==> src/rtl/if_fetch_buffer_pkg.sv <==
// Shared fetch-stage constants and the buffered word type.
// Used by the fetch buffer top and its skid FIFO.
package if_fetch_buffer_pkg;

    localparam int ADDR_W     = 32;
    localparam int DATA_W     = 32;
    localparam int SKID_DEPTH = 2;

    localparam logic [DATA_W-1:0] NOP_INSTR = 32'h0000_0000;
    localparam logic [ADDR_W-1:0] PC_INCR   = 32'd4;

    typedef struct packed {
        logic [DATA_W-1:0] instr;
        logic [ADDR_W-1:0] pcplus4;
    } fetch_word_t;

    function automatic fetch_word_t make_word(
        input logic [DATA_W-1:0] instr,
        input logic [ADDR_W-1:0] pc
    );
        fetch_word_t w;
        w.instr   = instr;
        w.pcplus4 = pc + PC_INCR;
        return w;
    endfunction

endpackage

==> src/rtl/if_fetch_buffer_skid_fifo.sv <==
// Two-entry skid FIFO of {instr, pcplus4} words.
// Absorbs returning fetches while decode is stalled.
module if_fetch_buffer_skid_fifo
    import if_fetch_buffer_pkg::*;
(
    input  logic        Clock,
    input  logic        Reset,
    input  logic        push,
    input  logic        pop,
    input  logic        flush,
    input  fetch_word_t din,
    output fetch_word_t dout,
    output logic [1:0]  count
);

    fetch_word_t mem [SKID_DEPTH];
    logic        wr_ptr;
    logic        rd_ptr;

    always_ff @(posedge Clock or posedge Reset) begin
        if (Reset) begin
            wr_ptr <= 1'b0;
            rd_ptr <= 1'b0;
            count  <= 2'd0;
        end else if (flush) begin
            wr_ptr <= 1'b0;
            rd_ptr <= 1'b0;
            count  <= 2'd0;
        end else begin
            if (push)
                wr_ptr <= ~wr_ptr;
            if (pop)
                rd_ptr <= ~rd_ptr;
            count <= count + {1'b0, push} - {1'b0, pop};
        end
    end

    // Storage needs no reset; count gates every read.
    always_ff @(posedge Clock) begin
        if (push && !flush)
            mem[wr_ptr] <= din;
    end

    assign dout = mem[rd_ptr];

    a_no_underflow: assert property (
        @(posedge Clock) disable iff (Reset)
        !(pop && !flush && count == 2'd0));

    a_no_overflow: assert property (
        @(posedge Clock) disable iff (Reset)
        !(push && !pop && !flush && count == 2'd2));

    a_count_range: assert property (
        @(posedge Clock) disable iff (Reset)
        count <= 2'd2);

endmodule

==> src/rtl/if_fetch_buffer.sv <==
// Instruction fetch stage: issues PC to sync IMem, skids returns,
// drives the IF/ID register and back-pressures the PC.
module if_fetch_buffer
    import if_fetch_buffer_pkg::*;
(
    input  logic              Clock,
    input  logic              Reset,
    input  logic [ADDR_W-1:0] PC_Addr,
    input  logic              PC_Valid,
    input  logic              ID_Stall,
    input  logic              Flush,
    output logic [ADDR_W-1:0] IMem_Addr,
    output logic              IMem_En,
    input  logic [DATA_W-1:0] IMem_Data,
    output logic              PC_Hold,
    output logic [DATA_W-1:0] IF_ID_Instr,
    output logic [ADDR_W-1:0] IF_ID_PCPlus4,
    output logic              IF_ID_Valid
);

    localparam logic [2:0] HOLD_LVL = 3'(SKID_DEPTH);

    logic              req_valid;
    logic [ADDR_W-1:0] req_pc;
    logic [1:0]        skid_count;
    fetch_word_t       skid_head;
    fetch_word_t       arr_word;
    logic              hold_raw;
    logic              issue;
    logic              arrive;

    logic              skid_push;
    logic              skid_pop;
    logic              load;
    fetch_word_t       next_word;
    logic              next_valid;

    // In-flight request plus buffered words must fit the skid.
    assign hold_raw  = ({1'b0, skid_count} + {2'b00, req_valid})
                       >= HOLD_LVL;
    assign PC_Hold   = hold_raw & ~Reset;
    assign issue     = PC_Valid & ~hold_raw & ~Flush & ~Reset;
    assign IMem_En   = issue;
    assign IMem_Addr = PC_Addr;

    assign arrive    = req_valid & ~Flush;
    assign arr_word  = make_word(IMem_Data, req_pc);

    always_comb begin
        skid_push  = 1'b0;
        skid_pop   = 1'b0;
        load       = 1'b0;
        next_word  = arr_word;
        next_valid = 1'b0;
        priority case (1'b1)
            Flush: begin
                load      = 1'b1;
                next_word = '{instr: NOP_INSTR,
                              pcplus4: IF_ID_PCPlus4};
            end
            ID_Stall: begin
                skid_push = arrive;
            end
            (skid_count != 2'd0): begin
                skid_pop   = 1'b1;
                skid_push  = arrive;
                load       = 1'b1;
                next_word  = skid_head;
                next_valid = 1'b1;
            end
            arrive: begin
                load       = 1'b1;
                next_valid = 1'b1;
            end
            default: begin
                load      = 1'b1;
                next_word = '{instr: NOP_INSTR,
                              pcplus4: IF_ID_PCPlus4};
            end
        endcase
    end

    always_ff @(posedge Clock or posedge Reset) begin
        if (Reset) begin
            req_valid <= 1'b0;
            req_pc    <= '0;
        end else begin
            req_valid <= issue;
            if (issue)
                req_pc <= PC_Addr;
        end
    end

    always_ff @(posedge Clock or posedge Reset) begin
        if (Reset) begin
            IF_ID_Instr   <= NOP_INSTR;
            IF_ID_PCPlus4 <= '0;
            IF_ID_Valid   <= 1'b0;
        end else if (load) begin
            IF_ID_Instr   <= next_word.instr;
            IF_ID_PCPlus4 <= next_word.pcplus4;
            IF_ID_Valid   <= next_valid;
        end
    end

    if_fetch_buffer_skid_fifo u_skid (
        .Clock (Clock),
        .Reset (Reset),
        .push  (skid_push),
        .pop   (skid_pop),
        .flush (Flush),
        .din   (arr_word),
        .dout  (skid_head),
        .count (skid_count)
    );

    a_bubble_is_nop: assert property (
        @(posedge Clock) disable iff (Reset)
        !IF_ID_Valid |-> IF_ID_Instr == NOP_INSTR);

    a_skid_bound: assert property (
        @(posedge Clock) disable iff (Reset)
        skid_count <= 2'd2);

endmodule

==> config.mk <==
export PLATFORM = sky130hd
export DESIGN_NAME = if_fetch_buffer
export DESIGN_NICKNAME = d
export VERILOG_FILES = /design/src/rtl/if_fetch_buffer_pkg.sv /design/src/rtl/if_fetch_buffer_skid_fifo.sv /design/src/rtl/if_fetch_buffer.sv
export SDC_FILE = /design/constraint.sdc
export NUM_CORES = 1
export LEC_CHECK = 0
export ABC_AREA = 1
export BUFFER_PORTS_ARGS = -buffer_cell sky130_fd_sc_hd__buf_2
export CORE_ASPECT_RATIO = 1.1
export CORE_MARGIN = 3
export CORE_UTILIZATION = 47
export DETAILED_ROUTE_END_ITERATION = 6
export GPL_TIMING_DRIVEN = 0
export HOLD_SLACK_MARGIN = 0.12
export PLACE_DENSITY = 0.68
export SYNTH_ARGS = -nofsm -noshare
export SYNTH_HDL_FRONTEND = slang
export SYNTH_HIERARCHICAL = 1
export SYNTH_SLANG_ARGS = --single-unit
export TNS_END_PERCENT = 5
==> constraint.sdc <==
create_clock -name Clock -period 9.75 [get_ports Clock]
set_clock_uncertainty 0.2 [all_clocks]
set_input_delay 0.975 -clock Clock [delete_from_list [all_inputs] [get_ports Clock]]
set_output_delay 0.975 -clock Clock [all_outputs]
set_load 0.02 [all_outputs]
## Word-level counts from Yosys, hierarchy flattened

Memories as Yosys holds them, arrays and structs flattened.
Index checks and enable logic that the tools add are counted.

- Register bits after elaboration: 102
- Memory bits (writable): 128
- Memories: 1
- Word-level logic and storage cells: 54

- Add/subtract/negate cells: 4
- Mux-type cells: 23
- Bitwise logic cells: 10
- Reduce and logical (&&, ||, !) cells: 7
- Magnitude comparators: 1

Memories:

| name | depth | width | read ports | clocked after memory_dff | wr ports | line | RTL |
|---|---|---|---|---|---|---|---|
| u_skid.mem | 2 | 64 | 1 | 0 | 1 | if_fetch_buffer_skid_fifo.sv:16 | `fetch_word_t mem [SKID_DEPTH];` |

Operator list:

| kind | count |
|---|---|
| $mux 64 | 4 |
| $add 32x3->32 const B | 1 |
| $mux 1 | 18 |
| $reduce_bool 2->1 | 3 |
| $and 1x1->1 | 5 |
| $not 1->1 | 5 |
| $add 2x1->3 | 1 |
| $ge 3x2->1 const B | 1 |
| $reduce_and 3->1 | 1 |
| $reduce_bool 3->1 | 1 |
| $add 2x1->2 | 1 |
| $mux 2 | 1 |
| $sub 2x1->2 | 1 |
| $logic_and 1x1->1 | 1 |
| $logic_not 1->1 | 1 |

## Logic depth before layout (Yosys ltp)

Gate-level depths: netlist (run 1).

- Depth in word-level cells: 8
- Mapped depth: 10

## Modules after synthesis

The synthesis (run 1) kept the hierarchy.

Modules (own cells, without submodules):

| module | sequential area each (µm²) | cells each | times used | area each (µm²) |
|---|---|---|---|---|
| if_fetch_buffer | 2,452.4 | 720 | 1 | 5,357.6 |
| if_fetch_buffer_skid_fifo | 3,943.8 | 227 | 1 | 4,988.5 |

## Worst setup path after synthesis (run 1)

OpenSTA, ideal clock, no wires.

- Kind: input to output
- From: input Reset
- To: output IMem_En
- Stages on the path: 5
- Arrival time: 3,803 ps
- Slack: 4,772 ps
- Buffers on the path: 2
- Cells stage by stage: inv_1 -> nand3_1 -> nor2_1 -> buf_2 -> buf_2

- Word-level cells in the longest chain between the ends: 2

Ends and longest elaborated chain:

| what | line | RTL |
|---|---|---|
| start: declaration | if_fetch_buffer.sv:7 | `input logic Reset,` |
| $not 1->1 | if_fetch_buffer.sv:42 | `assign issue = PC_Valid & ~hold_raw & ~Flush & ~Reset;` |
| $and 1x1->1 | if_fetch_buffer.sv:42 |  |
| end: declaration | if_fetch_buffer.sv:13 | `output logic IMem_En,` |

No other way between the ends.

## Final worst setup path (run 1)

Ends and elaborated chain as after synthesis.

==> out/results.ini, run 1 <==
[outcome]
status=complete, no violations

[floorplanning]
die_y_um=162
die_w_um=147
start_util_pct=48.1
dieArea_um2=23800
num_rows=56
ioPinCount=168
coreArea_um2=21500

[logic_synthesis]
synth_area_leaders=edfxtp_1 (37%), dfrtp_1 (25%), nand2_1 (9.1%)
ys_seq_area_share_pct=61.8
yosys_warnings=6
synthArstFlopShare_pct=44.3
post-synth-top-area-fraction_pct=37.2
synth_top_cell_by_area=edfxtp_1
synthesis.area_um2=10300
synth-main-ff-cell=edfxtp_1
netlist_top_cells_count=nand2_1 (251), edfxtp_1 (128), dfrtp_1 (102)
synth_most_common_cell=nand2_1
synth-seq-cells=230
postSynthCellCount=947
syn_nets=1019
synth_cell_types=29
synth-edff-count=128
avgSynthCellArea_um2=10.9

[timing]
drv_slew=0
fin_ws_ns=5.52
rsz0062_at_grt=no
setup_violations=0
finalCritPeriodShare_pct=43.4
min_period_ns=4.23
hold_viol_final=0
setup_tns_ns=0
max_freq_mhz=237
max-slew-margin-rel_pct=44.4
worst_pin_slew_ns=0.834
fin_hold_ws_ns=0.200

[pwr]
net-switching-power_mw=0.705
switching_share_pct=28.4
power.internal_mw=1.78
p_clk_share_pct=34.7
power.density_nw_per_um2=199
leakage_nw=5.48
seqPwrFrac_pct=48.5
p_comb_share_pct=16.9
power_mw=2.49
peakVddDrop_mv=0.113

[global_route]
antenna_found_initial=2
grt_pass1_wl_um=37700
groute.usage.overall_pct=19.8
grt_overflow=0
grt_pass1_vias=7236
grt_start_max_net_pins=63

[worst_setup_path]
arrival_ns=3.05
regToRegEndpoint=u_skid/mem[0][0]
r2r_cells=6
reg2reg_from=u_skid/count[1]
cp_slowest_cell=inv_4
cp-end-kind=output pin
cp.required_ns=8.58
cpMostUsedCell=buf_2
critPathKind=primary input to output pin
slowest_delay_ns=0.61
critPathBufInv=5
crit_chain=buf_2 -> inv_4 -> nand3_1 -> nor2_1 -> buf_2 -> buf_2 -> buf_2
cp_top_family=buffers and inverters
critPathLaunchType=primary input
cp_max_fo=62
path_depth=7
r2r_slack_ns=7.37

[clocking]
post_cts_buffers=0
cts_root_buffer=clkbuf_16
clockBufferDepth=3
cts_buffers=24
clock-sinks=230
cts.htree.levels=1
clk_latency_ns=0.51
cts_resized=0
cts.hold.buffers_added=0
cts_tree=yes
clkTransAtPathRegs_ns=0.06

[flow_run]
maxCapViolations=0

[detailed_routing]
ant_nets=0
drtIter0Drc=404
met2_wirelength_um=11500
top_layer=met5
vias=7202
dr.pass1.iters=4
wl_met3_um=1470
wl_per_cell_um=16.1
vias_per_cell=4.95
drt-met1-wl_um=10000
routed_wl_um=23500
drc_errors=0

[finish]
layout.nets=1219
seq_area_um2=6400
n_fill_cell=1888
area_delta_synth_final_pct=20.8
drive_gt1_share_pct=30.5
fin_util_pct=58.1
final_area_um2=12500
multi_input_area_um2=3300
fin_cells=1456

[place]
placed_area_um2=11700
pre_cts_slack_ns=5.51
dpl.hpwl_um=17000
place_congestion=0.961
dp.cells=1411
io_buffers=167

[worst_hold_path]
hp-class=primary input to asynchronous set/reset pin

-- layer usage --
metal / global-route usage (%) / up-vias
li1: - / 3562
met2: 34.8 / 228
met1: 25.7 / 3376
met4: 5.00 / 2
met3: 3.42 / 34
met5: 0 / -
-- worst register-to-register path, delay by kind of cell, from the launching register on --
family	cells	cell delay, ns
AND/OR/NAND/NOR	3	0.81
buffers and inverters	2	0.42
flip-flops	1	0.40
AO/OA/AOI/OAI	1	0.25
-- cells in the final DEF, fill, tap and decap left out, drive strengths merged --
| cell type | instances |
|---|---|
| a21oi | 30 |
| a22oi | 25 |
| and2 | 4 |
| buf | 230 |
| clkbuf | 45 |
| clkinv | 10 |
| clkinvlp | 1 |
| dfrtp | 102 |
| diode | 1 |
| edfxtp | 128 |
| ha | 3 |
| inv | 54 |
| mux2 | 64 |
| nand2 | 254 |
| nand3 | 47 |
| nor2 | 93 |
| o211ai | 1 |
| o21ai | 65 |
| o22ai | 1 |
| or2 | 1 |
| xnor2 | 4 |
| xor2 | 3 |
-- power by group through the flow --
| stage | Combinational (mW) | Clock, mW | Sequential (mW) |
|---|---|---|---|
| 6_report | 0.420 | 0.862 | 1.20 |
| 5_1_grt | 0.469 | 0.922 | 1.22 |
| 4_1_cts | 0.427 | 0.880 | 1.20 |
| 3_5_place_dp | 0.424 | 0 | 1.22 |
| 3_3_place_gp | 0.412 | 0 | 1.22 |
| 2_1_floorplan | 0.192 | 0 | 1.29 |
-- cells by family (layout without fill, tap and decap cells) --
kind of cell               count (synthesis)  in the layout  share of synthesized area, %
xor gates and xnor gates                   7              7                         0.593
muxes                                     64             64                          8.34
and+or+nand+nor                          399            399                          15.8
buffers and inverters                    122            340                          6.39
other                                      0              1                             0
DFF                                      230            230                          61.8
adders and majority gates                  3              3                         0.363
AOI/OAI and AO/OA                        122            122                          6.65
-- how the worst max path moves through the flow --
stage | from | endpoint | slack [ns]
final | Reset | IMem_En | 5.52
after global routing | Reset | IMem_En | 5.29
after CTS | Reset | IMem_En | 5.51
after detailed placement | Reset | IMem_En | 5.51
after global placement | Flush | u_skid/mem[0][14] | 2.93
after floorplan | Reset | IMem_En | 4.77
-- cell type report --
class                   count  share of cell area, %
inverters                  55                   1.67
plain buffers              67                   3.63
flip-flops and latches    230                   51.2
well taps                 290                   2.90
repair buffers            174                   8.17
clock inverters            10                  0.410
clock buffers              34                   5.60
diodes                      1                 0.0200
multi-input cells         595                   26.4
-- sequential cells by signal (all words and copies together), names as in the netlist --
register,cells
u_skid/rd_ptr,1
IF_ID_Valid,1
u_skid/mem,128
u_skid/wr_ptr,1
req_pc,32
req_valid,1
u_skid/count,2
IF_ID_PCPlus4,32
IF_ID_Instr,32
(Power assumes the default switching activity.)
==> run 2, diff against run 1 <==
- clock period: 9.75 -> 4.2 ns (I/O delays scaled with it)
==> out/results.ini, run 2 (synthesis gave the netlist of run 1 again) <==
[finish]
n_fill_cell=1805  ; -4.4%
final_cell_mix=nand2_1 (251), buf_2 (182), edfxtp_1 (128)
area_delta_synth_final_pct=27.3
fin_cells=1522  ; +4.5%
regMostFlops=u_skid/mem
layout.nets=1286  ; +5.5%
diodes=0  ; -1
largest_reg_flops=128  ; unchanged
layout_commonest_cell=nand2_1
drive_gt1_share_pct=28.8  ; -1.7 points

[flow_run]
maxCapViolations=0  ; unchanged

[timing]
max_freq_mhz=272
finalCritPeriodShare_pct=87.6
drv_slew=0  ; unchanged
rsz0062_at_grt=no
fin_ws_ns=0.520  ; -5.00 ns
setup_tns_ns=0  ; unchanged
setup_violations=0  ; unchanged
min_period_ns=3.68
hold_viol_final=0  ; unchanged
worst_pin_slew_ns=0.839  ; +0.00548 ns
max-slew-margin-rel_pct=44.1  ; -0.37 points

[worst_setup_path]
cp.required_ns=3.58  ; -5.00 ns
critPathBufInv=6  ; +1
cp-end-kind=output pin
arrival_ns=3.06  ; about the same
slowest_delay_ns=0.61  ; about the same
reg2reg_from=u_skid/count[1]
critPathLaunchType=primary input
cp_max_fo=62  ; unchanged
critPathKind=primary input to output pin
crit_chain=dlygate4sd3_1 -> buf_2 -> inv_4 -> nand3_1 -> nor2_1 -> buf_2 -> buf_2 -> buf_2
critPathLaunch=Reset
cp_top_family=buffers and inverters
cpMostUsedCell=buf_2
cp_slowest_cell=inv_4

[pwr]
power.density_nw_per_um2=442  ; +120%
power.internal_mw=4.18  ; +130%
leakage_nw=5.76  ; +5.1%
p_clk_share_pct=34.3  ; -0.4 points
switching_share_pct=28.2  ; -0.14 points
seqPwrFrac_pct=48.1  ; -0.4 points
net-switching-power_mw=1.64  ; +130%
peakVddDrop_mv=0.262  ; +130%
p_comb_share_pct=17.7  ; +0.8 points

[clocking]
clockBufferDepth=3  ; unchanged
cts_tree=yes
clk_latency_ns=0.51  ; about the same
cts.hold.buffers_added=67  ; +67
clock-sinks=230  ; unchanged
cts_root_buffer=clkbuf_16
post_cts_buffers=0  ; unchanged
cts_resized=0  ; unchanged
clkTransAtPathRegs_ns=0.06  ; about the same
cts.htree.levels=1  ; unchanged
cts_buffers=24  ; unchanged

[detailed_routing]
vias=7512  ; +4.3%
routed_wl_um=24500  ; +4.2%
drtIter0Drc=463  ; +15%
vias_per_cell=4.94  ; -0.22%
ant_nets=0  ; unchanged
drc_errors=0  ; unchanged
wl_per_cell_um=16.1  ; -0.31%
dr.pass1.iters=5  ; +1

[floorplanning]
start_util_pct=48.1  ; unchanged
ioPinCount=168  ; unchanged
dieArea_um2=23800  ; unchanged
num_rows=56  ; unchanged
die_w_um=147  ; unchanged
die_y_um=162  ; unchanged
coreArea_um2=21500  ; unchanged

[global_route]
antenna_found_initial=0  ; -2
grt_overflow=0  ; unchanged
grt_pass1_wl_um=39300  ; +4.2%
grt_start_max_net_pins=63  ; unchanged
grt_pass1_vias=7651  ; +5.7%
groute.usage.overall_pct=20.6  ; +0.76 points

[place]
place_congestion=0.961  ; unchanged
io_buffers=167  ; unchanged
dpl.hpwl_um=17000  ; unchanged
dp.cells=1411  ; unchanged
pre_cts_slack_ns=1.07  ; -4.44 ns

[outcome]
status=complete, no violations

[worst_hold_path]
hp-class=primary input to asynchronous set/reset pin

==> run 2: cell types whose count changed in the layout (fill, tap and decap cells not counted), sizes merged <==
cell and change:
dlygate4sd3 +67, diode -1
==> run 2: layout make-up <==
class | count | area, um^2 | area share (%)
buffer | 67 | 454 | 3.45
clock buffer | 34 | 699 | 5.31
clock inverter | 10 | 51.3 | 0.390
inverter | 55 | 209 | 1.59
multi-input combinational | 595 | 3300 | 25.1
sequential | 230 | 6400 | 48.6
tap | 290 | 363 | 2.76
timing repair buffer | 241 | 1690 | 12.8
==> run 2: layer usage <==
layer	global-route usage [%]	up-vias	routed length [um]	share of wire, %
li1	-	3696	-	-
met1	26.3	3514	10100	41
met2	36.6	263	12200	50
met3	3.40	39	1580	6.4
met4	5.42	0	582	2.4
met5	0	-	0	0
==> run 2: through the flow <==
step	hold slack [ns]	cell area [um^2]	power (mW)	utilization, %
floorplan	-0.0139	10300	3.43	-
global placement	0.156	11500	3.79	53.7
detailed placement	0.178	11700	3.82	54.6
CTS	0.172	13200	5.88	61.2
global route	0.220	13200	6.11	61.2
finish	0.211	13200	5.82	61.2
==> run 2: power by group through the flow <==
stage | Sequential [mW] | Clock, mW | Combinational [mW]
2_1_floorplan | 2.99 | 0 | 0.446
3_3_place_gp | 2.84 | 0 | 0.957
3_5_place_dp | 2.84 | 0 | 0.984
4_1_cts | 2.80 | 2.04 | 1.04
5_1_grt | 2.83 | 2.14 | 1.14
6_report | 2.80 | 1.99 | 1.03
==> run 2: worst reg2reg max path, cell delays in order, from the launching register on <==
cell and delay, ns:
dfrtp_1 0.40, nor2_2 0.10, a21oi_1 0.25, nand2_1 0.21, nor2_4 0.51, buf_16 0.24, buf_16 0.18
==> run 2: final timing paths <==
kind | to | slack [ns] | cells past startpoint
hold reg to reg | IF_ID_PCPlus4[27] | 0.27 | 2
min in group Clock | IF_ID_PCPlus4[27] | 0.27 | 2
max in group asynchronous | IF_ID_PCPlus4[0] | 2.60 | 4
setup / recovery | IMem_En | 0.52 | 8
hold / removal | u_skid/count[1] | 0.21 | 3
setup reg to reg | u_skid/mem[0][0] | 1.82 | 6
